===== src/rtl/r4_fft_sched_if.sv =====
// Control/address bundle between the radix-4 FFT sequencer and its datapath.
// The stage_done strobe exists only when R4_SCHED_STAGE_IRQ_EN is defined.
interface r4_fft_sched_if #(
  parameter int AW = 6
);
  logic          ena;
  logic          start;
  logic          busy;
  logic          done;
  logic [1:0]    stage;
  logic          rd_vld;
  logic [AW-1:0] rd_a, rd_b, rd_c, rd_d;
  logic [AW-1:0] tw_idx;
  logic          bfly_en;
  logic          wr_vld;
  logic [AW-1:0] wr_a, wr_b, wr_c, wr_d;
`ifdef R4_SCHED_STAGE_IRQ_EN
  logic          stage_done;

  modport slave (
    input  ena, start,
    output busy, done, stage, rd_vld, rd_a, rd_b, rd_c, rd_d, tw_idx,
           bfly_en, wr_vld, wr_a, wr_b, wr_c, wr_d, stage_done
  );
  modport master (
    output ena, start,
    input  busy, done, stage, rd_vld, rd_a, rd_b, rd_c, rd_d, tw_idx,
           bfly_en, wr_vld, wr_a, wr_b, wr_c, wr_d, stage_done
  );
`else
  modport slave (
    input  ena, start,
    output busy, done, stage, rd_vld, rd_a, rd_b, rd_c, rd_d, tw_idx,
           bfly_en, wr_vld, wr_a, wr_b, wr_c, wr_d
  );
  modport master (
    output ena, start,
    input  busy, done, stage, rd_vld, rd_a, rd_b, rd_c, rd_d, tw_idx,
           bfly_en, wr_vld, wr_a, wr_b, wr_c, wr_d
  );
`endif
endinterface


===== src/rtl/r4_fft_sched.sv =====
// Stage/butterfly sequencer for an in-place radix-4 DIF FFT: read addresses,
// twiddle exponent and delayed write-back. Optional macro: R4_SCHED_STAGE_IRQ_EN.
module r4_fft_sched #(
  parameter int LOG4N  = 3,
  parameter int AW     = 2*LOG4N,
  parameter int RD_LAT = 1,
  parameter int BF_LAT = 3
) (
  input  logic          clk,
  input  logic          rst,
  r4_fft_sched_if.slave bus
);
  localparam int            N     = 1 << AW;
  localparam int            DL    = RD_LAT + BF_LAT;
  localparam logic [AW-1:0] JLAST = AW'(N/4 - 1);
  localparam logic [1:0]    SLAST = 2'(LOG4N - 1);

  typedef enum logic [1:0] {IDLE, RUN, DRAIN, DONE} state_t;
  typedef struct packed { logic [AW-1:0] a, b, c, d; } quad_t;
  typedef struct packed { quad_t q; logic [AW-1:0] tw; } issue_t;

  // Stage s splits j into group g (high bits) and offset k (low 2(LOG4N-1-s) bits).
  function automatic issue_t addr_gen(input logic [1:0] s, input logic [AW-1:0] j);
    issue_t        r;
    logic [AW-1:0] l, k, g, base;
    int            sh;
    sh    = AW - 2*(int'(s) + 1);
    l     = AW'(1) << sh;
    k     = j & (l - AW'(1));
    g     = j >> sh;
    base  = (g << (sh + 2)) + k;
    r.q.a = base;
    r.q.b = base + l;
    r.q.c = base + (l << 1);
    r.q.d = base + (l << 1) + l;
    r.tw  = k << (2*int'(s));
    return r;
  endfunction

  state_t        state_q, state_d;
  logic [1:0]    stage_q, stage_d;
  logic [AW-1:0] j_q, j_d;
  quad_t         rd_q, rd_d;
  logic [AW-1:0] tw_q, tw_d;
  logic          rd_vld_q, rd_vld_d;
  logic          rd_last_q, rd_last_d;
  logic [DL-1:0] dl_vld_q;
  logic [DL-1:0] dl_last_q;
  quad_t         dl_addr_q [DL];

  logic [1:0]    gen_s;
  logic [AW-1:0] gen_j;
  logic          load;
  issue_t        issue_nxt;
  logic          busy_w;

  always_comb begin
    state_d   = state_q;
    stage_d   = stage_q;
    j_d       = j_q;
    rd_vld_d  = rd_vld_q;
    rd_last_d = rd_last_q;
    gen_s     = stage_q;
    gen_j     = j_q;
    load      = 1'b0;
    unique case (state_q)
      IDLE: begin
        if (bus.start) begin
          state_d   = RUN;
          stage_d   = '0;
          j_d       = '0;
          gen_s     = '0;
          gen_j     = '0;
          load      = 1'b1;
          rd_vld_d  = 1'b1;
          rd_last_d = (JLAST == '0);
        end
      end
      RUN: begin
        if (j_q == JLAST) begin
          state_d   = DRAIN;
          rd_vld_d  = 1'b0;
          rd_last_d = 1'b0;
        end else begin
          j_d       = j_q + AW'(1);
          gen_j     = j_q + AW'(1);
          load      = 1'b1;
          rd_vld_d  = 1'b1;
          rd_last_d = ((j_q + AW'(1)) == JLAST);
        end
      end
      DRAIN: begin
        // The last butterfly of the stage is on the write port this cycle.
        if (dl_last_q[DL-1]) begin
          if (stage_q == SLAST) begin
            state_d = DONE;
          end else begin
            state_d   = RUN;
            stage_d   = stage_q + 2'd1;
            j_d       = '0;
            gen_s     = stage_q + 2'd1;
            gen_j     = '0;
            load      = 1'b1;
            rd_vld_d  = 1'b1;
            rd_last_d = (JLAST == '0);
          end
        end
      end
      DONE: state_d = IDLE;
    endcase
    issue_nxt = addr_gen(gen_s, gen_j);
    rd_d      = load ? issue_nxt.q  : rd_q;
    tw_d      = load ? issue_nxt.tw : tw_q;
  end

`ifdef R4_SCHED_STAGE_IRQ_EN
  logic stage_done_q;
`endif

  always_ff @(posedge clk) begin
    if (rst) begin
      state_q   <= IDLE;
      stage_q   <= '0;
      j_q       <= '0;
      rd_q      <= '0;
      tw_q      <= '0;
      rd_vld_q  <= 1'b0;
      rd_last_q <= 1'b0;
      dl_vld_q  <= '0;
      dl_last_q <= '0;
      for (int i = 0; i < DL; i++) dl_addr_q[i] <= '0;
`ifdef R4_SCHED_STAGE_IRQ_EN
      stage_done_q <= 1'b0;
`endif
    end else if (bus.ena) begin
      state_q      <= state_d;
      stage_q      <= stage_d;
      j_q          <= j_d;
      rd_q         <= rd_d;
      tw_q         <= tw_d;
      rd_vld_q     <= rd_vld_d;
      rd_last_q    <= rd_last_d;
      dl_vld_q[0]  <= rd_vld_q;
      dl_last_q[0] <= rd_last_q;
      dl_addr_q[0] <= rd_q;
      for (int i = 1; i < DL; i++) begin
        dl_vld_q[i]  <= dl_vld_q[i-1];
        dl_last_q[i] <= dl_last_q[i-1];
        dl_addr_q[i] <= dl_addr_q[i-1];
      end
`ifdef R4_SCHED_STAGE_IRQ_EN
      stage_done_q <= dl_last_q[DL-1];
`endif
    end
  end

  assign busy_w      = (state_q == RUN) || (state_q == DRAIN);
  assign bus.busy    = busy_w;
  assign bus.done    = (state_q == DONE);
  assign bus.stage   = stage_q;
  // Strobes are gated by ena so a stalled cycle never looks like a transfer.
  assign bus.rd_vld  = rd_vld_q & bus.ena;
  assign bus.rd_a    = rd_q.a;
  assign bus.rd_b    = rd_q.b;
  assign bus.rd_c    = rd_q.c;
  assign bus.rd_d    = rd_q.d;
  assign bus.tw_idx  = tw_q;
  assign bus.bfly_en = bus.ena & busy_w;
  assign bus.wr_vld  = dl_vld_q[DL-1] & bus.ena;
  assign bus.wr_a    = dl_addr_q[DL-1].a;
  assign bus.wr_b    = dl_addr_q[DL-1].b;
  assign bus.wr_c    = dl_addr_q[DL-1].c;
  assign bus.wr_d    = dl_addr_q[DL-1].d;
`ifdef R4_SCHED_STAGE_IRQ_EN
  assign bus.stage_done = stage_done_q;
`endif
endmodule


===== src/flat_wrapper.sv =====
// flat-port wrapper written by rule: the top's interface ports become plain ports
module r4_fft_sched_flat 
#(
  parameter int LOG4N  = 3,
  parameter int AW     = 2*LOG4N,
  parameter int RD_LAT = 1,
  parameter int BF_LAT = 3
)
  (clk, rst, bus_ena, bus_start, bus_busy, bus_done, bus_stage, bus_rd_vld, bus_rd_a, bus_rd_b, bus_rd_c, bus_rd_d, bus_tw_idx, bus_bfly_en, bus_wr_vld, bus_wr_a, bus_wr_b, bus_wr_c, bus_wr_d);
  r4_fft_sched_if #(.AW(AW)) bus_i ();
  input  logic clk;
  input  logic rst;
  input wire logic [$bits(bus_i.ena)-1:0] bus_ena;
  input wire logic [$bits(bus_i.start)-1:0] bus_start;
  output wire logic [$bits(bus_i.busy)-1:0] bus_busy;
  output wire logic [$bits(bus_i.done)-1:0] bus_done;
  output wire logic [$bits(bus_i.stage)-1:0] bus_stage;
  output wire logic [$bits(bus_i.rd_vld)-1:0] bus_rd_vld;
  output wire logic [$bits(bus_i.rd_a)-1:0] bus_rd_a;
  output wire logic [$bits(bus_i.rd_b)-1:0] bus_rd_b;
  output wire logic [$bits(bus_i.rd_c)-1:0] bus_rd_c;
  output wire logic [$bits(bus_i.rd_d)-1:0] bus_rd_d;
  output wire logic [$bits(bus_i.tw_idx)-1:0] bus_tw_idx;
  output wire logic [$bits(bus_i.bfly_en)-1:0] bus_bfly_en;
  output wire logic [$bits(bus_i.wr_vld)-1:0] bus_wr_vld;
  output wire logic [$bits(bus_i.wr_a)-1:0] bus_wr_a;
  output wire logic [$bits(bus_i.wr_b)-1:0] bus_wr_b;
  output wire logic [$bits(bus_i.wr_c)-1:0] bus_wr_c;
  output wire logic [$bits(bus_i.wr_d)-1:0] bus_wr_d;
  assign bus_i.ena = bus_ena;
  assign bus_i.start = bus_start;
  assign bus_busy = bus_i.busy;
  assign bus_done = bus_i.done;
  assign bus_stage = bus_i.stage;
  assign bus_rd_vld = bus_i.rd_vld;
  assign bus_rd_a = bus_i.rd_a;
  assign bus_rd_b = bus_i.rd_b;
  assign bus_rd_c = bus_i.rd_c;
  assign bus_rd_d = bus_i.rd_d;
  assign bus_tw_idx = bus_i.tw_idx;
  assign bus_bfly_en = bus_i.bfly_en;
  assign bus_wr_vld = bus_i.wr_vld;
  assign bus_wr_a = bus_i.wr_a;
  assign bus_wr_b = bus_i.wr_b;
  assign bus_wr_c = bus_i.wr_c;
  assign bus_wr_d = bus_i.wr_d;
  r4_fft_sched #(.LOG4N(LOG4N), .AW(AW), .RD_LAT(RD_LAT), .BF_LAT(BF_LAT)) u_core (.clk(clk), .rst(rst), .bus(bus_i));
endmodule

===== config.mk =====
export PLATFORM = sky130hd
export DESIGN_NAME = r4_fft_sched_flat
export DESIGN_NICKNAME = d
export VERILOG_FILES = /design/src/rtl/r4_fft_sched_if.sv /design/src/rtl/r4_fft_sched.sv /design/src/flat_wrapper.sv
export SDC_FILE = /design/constraint.sdc
export NUM_CORES = 1
export LEC_CHECK = 0
export ABC_AREA = 1
export CELL_PAD_IN_SITES_DETAIL_PLACEMENT = 0
export CELL_PAD_IN_SITES_GLOBAL_PLACEMENT = 1
export CORE_MARGIN = 3
export CORE_UTILIZATION = 44
export DETAILED_ROUTE_END_ITERATION = 6
export GPL_TIMING_DRIVEN = 0
export PLACE_DENSITY_LB_ADDON = 0.15
export SETUP_SLACK_MARGIN = 0.4
export SYNTH_ARGS = -nofsm -noshare
export SYNTH_HDL_FRONTEND = slang
export SYNTH_SLANG_ARGS = --single-unit
export TNS_END_PERCENT = 100

===== constraint.sdc =====
create_clock -name clk -period 6.53 [get_ports clk]
set_input_delay 1.959 -clock clk [delete_from_list [all_inputs] [get_ports clk]]
set_output_delay 1.959 -clock clk [all_outputs]
set_load 0.01 [all_outputs]

==> impl_metrics.tcl <==
set metrics [dict create \
    critPathKind "primary input to flip-flop" \
    synth.distinct_cells 48 \
    cap_violations 0 \
    r2r_end "u_core.bus.rd_d[4]" \
    synth_warnings 0 \
    insertion_delay_ns 0.42 \
    stdcell_count 939 \
    antenna_found_initial 0 \
    htree_levels 4 \
    hp-class "flip-flop to flip-flop" \
    drive_above_1_share 0.1193 \
    relSlewSlack 0.5165 \
    dp_worst_setup_slack_ns -0.6638 \
    fmax_ghz 0.1793 \
    finalHoldViolCount 0 \
    crit_required_ns 6.83 \
    fin_crit_sh 0.8543 \
    r2r_slack_ns 1.70 \
    finalWirelength_um 13200 \
    hold_depth 2 \
    vias_per_cell 4.803 \
    avgSynthCellArea_sq_um 9.510 \
    clockBufferDepth 2 \
    via_count 4510 \
    leakagePower_nw 3.282 \
    drtIter0Drc 264 \
    crit_end "u_core.bus.rd_d[4]" \
    powerDensity_nw_per_um2 278.3 \
    final.min_clock_period_ns 5.579 \
    firstDrtPassIters 5 \
    die_h_um 125.3 \
    gp_congestion 0.8811 \
    crit_top_cell "ha_1" \
    num_io_pins 65 \
    cp_max_fo 8 \
    cts_tree "yes" \
    fin_total_pwr_mw 2.196 \
    placed_area_sq_um 7147 \
    dieArea_sq_um 15690 \
    synth-seq-cells 136 \
    grt_pass1_wl_um 21920 \
    drcViolationCount 0 \
    clk_pin_slew_ns 0.06 \
    syn2layout_area_growth_pct 26.07 \
    antenna_cells 0 \
    ctsHoldBuffers 0 \
    crit_arrival_ns 5.88 \
    critPathCaptureType "flip-flop" \
    setup_viol 0 \
    most-common-layout-cells "inv_1, nor2_1, edfxtp_1, clkdlybuf4s50_1, nand2_1" \
    die_x_um 125.3 \
    worst_slack_ns 0.9515 \
    ir_drop_mv 0.1531 \
    final_area_sq_um 7889 \
    status "complete, no violations" \
    cts_made_buffers 17 \
    grtUsageTotal 0.1759 \
    startpoint_type "primary input" \
    clockRootBuffer "clkbuf_16" \
    netlist_instances 658 \
    final_common_cell "inv_1" \
    rsz0062_at_grt "no" \
    synth.cell_area_sq_um 6257 \
    pwr-share-seq 0.455 \
    cts.sinks 136 \
    cp_slowest_cell "ha_1" \
    io_buffers 63 \
    coreArea_sq_um 13560 \
    clkPwrFrac 0.442 \
    grt_start_max_net_pins 64 \
    rows 42 \
    slowest_delay_ns 0.32 \
    r2r_start "u_core.state_q[0]" \
    ys_seq_area_frac 0.5759 \
    grt_pass1_vias 4473 \
    drv_slew 0 \
    place_inst 900 \
    crit_start "bus_start" \
    pwr-share-comb 0.103 \
    dp_hpwl_um 9414 \
    postRouteAntennaNets 0 \
    grt_overflow 0 \
    start_util 0.4615 \
    p_switching_uw 524.1 \
    fin_skew_ns 0.005932 \
    rr_worst_depth 26 \
    internal_power_mw 1.671 \
    layout.nets 782 \
    power_switching_share 0.2387 \
    avgRoutedWirePerCell_um 14.05 \
    worst_pin_slew_ns 0.7191 \
]
## worst max-delay path, delay by kind of cell
kind	cells	cell delay, ns
buffers and inverters	6	0.64
AO/OA/AOI/OAI	6	0.76
XOR/XNOR	2	0.30
AND/OR/NAND/NOR	7	1.01
adder cells (fa/ha/maj)	4	1.20
## Yosys cell counts (all sizes together)
library cell	count	share of area
and2	2	0.0020
conb	1	0.00060
ha	27	0.054
a31oi	2	0.0020
nand3b	2	0.0024
edfxtp	88	0.42
o21ai	38	0.031
xor2	6	0.0084
nor4	2	0.0020
o211ai	5	0.0060
dfxtp	48	0.15
a21oi	36	0.029
clkbuf	20	0.015
a21o	1	0.0012
o22ai	13	0.013
a221oi	1	0.0014
nand3	18	0.018
nand4	2	0.0020
or2	2	0.0024
o311ai	1	0.0014
nand2	66	0.046
inv	141	0.085
xnor2	6	0.0084
buf	8	0.0094
fa	1	0.0032
o31ai	1	0.0012
nor2	111	0.069
o21bai	2	0.0024
a32oi	1	0.0014
a211oi	1	0.0012
a22oi	2	0.0024
nor3	3	0.0032
## worst min path at each step
stage                                    start                    to  slack [ns]
after global placement    u_core.bus.tw_idx[3]  u_core.bus.tw_idx[3]        0.46
after global routing        u_core.dl_vld_q[0]    u_core.dl_vld_q[0]        0.50
after floorplan             u_core.dl_vld_q[2]    u_core.dl_vld_q[2]        0.44
after CTS                  u_core.dl_last_q[2]   u_core.dl_last_q[2]        0.48
after detailed placement   u_core.dl_last_q[2]   u_core.dl_last_q[2]        0.47
final                     u_core.bus.tw_idx[1]  u_core.bus.tw_idx[1]        0.47
## registers in the layout (all words and copies together) (netlist names)
| signal | flops |
|---|---|
| u_core.dl_addr_q | 88 |
| u_core.bus.rd_c | 6 |
| u_core.bus.rd_d | 6 |
| u_core.bus.tw_idx | 6 |
| u_core.j_q | 6 |
| u_core.bus.rd_a | 5 |
| u_core.bus.rd_b | 5 |
| u_core.dl_last_q | 4 |
| u_core.dl_vld_q | 4 |
| u_core.bus.stage | 2 |
| u_core.state_q | 2 |
| u_core.rd_last_q | 1 |
| u_core.rd_vld_q | 1 |
## cells by family (layout without fill, tap and decap cells)
kind of cell,after synthesis,in the layout,synth area share
simple gates,208,208,0.1462
fa+ha+maj,28,28,0.05719
buf+inv,169,272,0.1094
flops,136,136,0.5759
other cells,1,3,0.0005993
compound gates,104,104,0.09398
xor+xnor,12,12,0.01680
## cell type report
class	instances	area [sq um]
clock buffers	18	429.2
inverters	141	529.3
flip-flops and latches	136	3603
fillers	1182	5669
well taps	176	220.2
repair buffers	71	713.2
clock inverters	14	172.7
multi-input cells	355	2058
plain buffers	28	162.7
## what timing repair did
item                                    in CTS  in global routing
pin swaps                                    7                  8
resized for setup                           10                 14
endpoints found under the setup margin       4                  2
setup buffers                                5                  2
## routing by layer
| layer | global-route usage | share of wire | up-vias |
|---|---|---|---|
| li1 | - | - | 2301 |
| met1 | 0.2131 | 0.45 | 2114 |
| met5 | 0 | 0 | - |
| met3 | 0.04051 | 0.034 | 15 |
| met2 | 0.3084 | 0.51 | 80 |
| met4 | 0.06186 | 0.014 | 0 |
## power groups by stage
stage	clock, mW	sequential [mW]	combinational [mW]
2_1_floorplan	0	1.02	0.115
3_3_place_gp	0	1.02	0.221
3_5_place_dp	0	1.02	0.226
4_1_cts	0.985	1.00	0.228
5_1_grt	1.02	1.00	0.251
6_report	0.970	0.999	0.227
## metrics by stage
step | utilization | TNS, ns | hold WS (ns)
detailed placement | 0.5271 | -1.339 | 0.4678
global placement | 0.5248 | -57.38 | 0.4614
global route | 0.5819 | 0 | 0.4994
floorplan | - | 0 | 0.4441
finish | 0.5819 | 0 | 0.4745
CTS | 0.5772 | 0 | 0.4774
(Power assumes the default switching activity.)
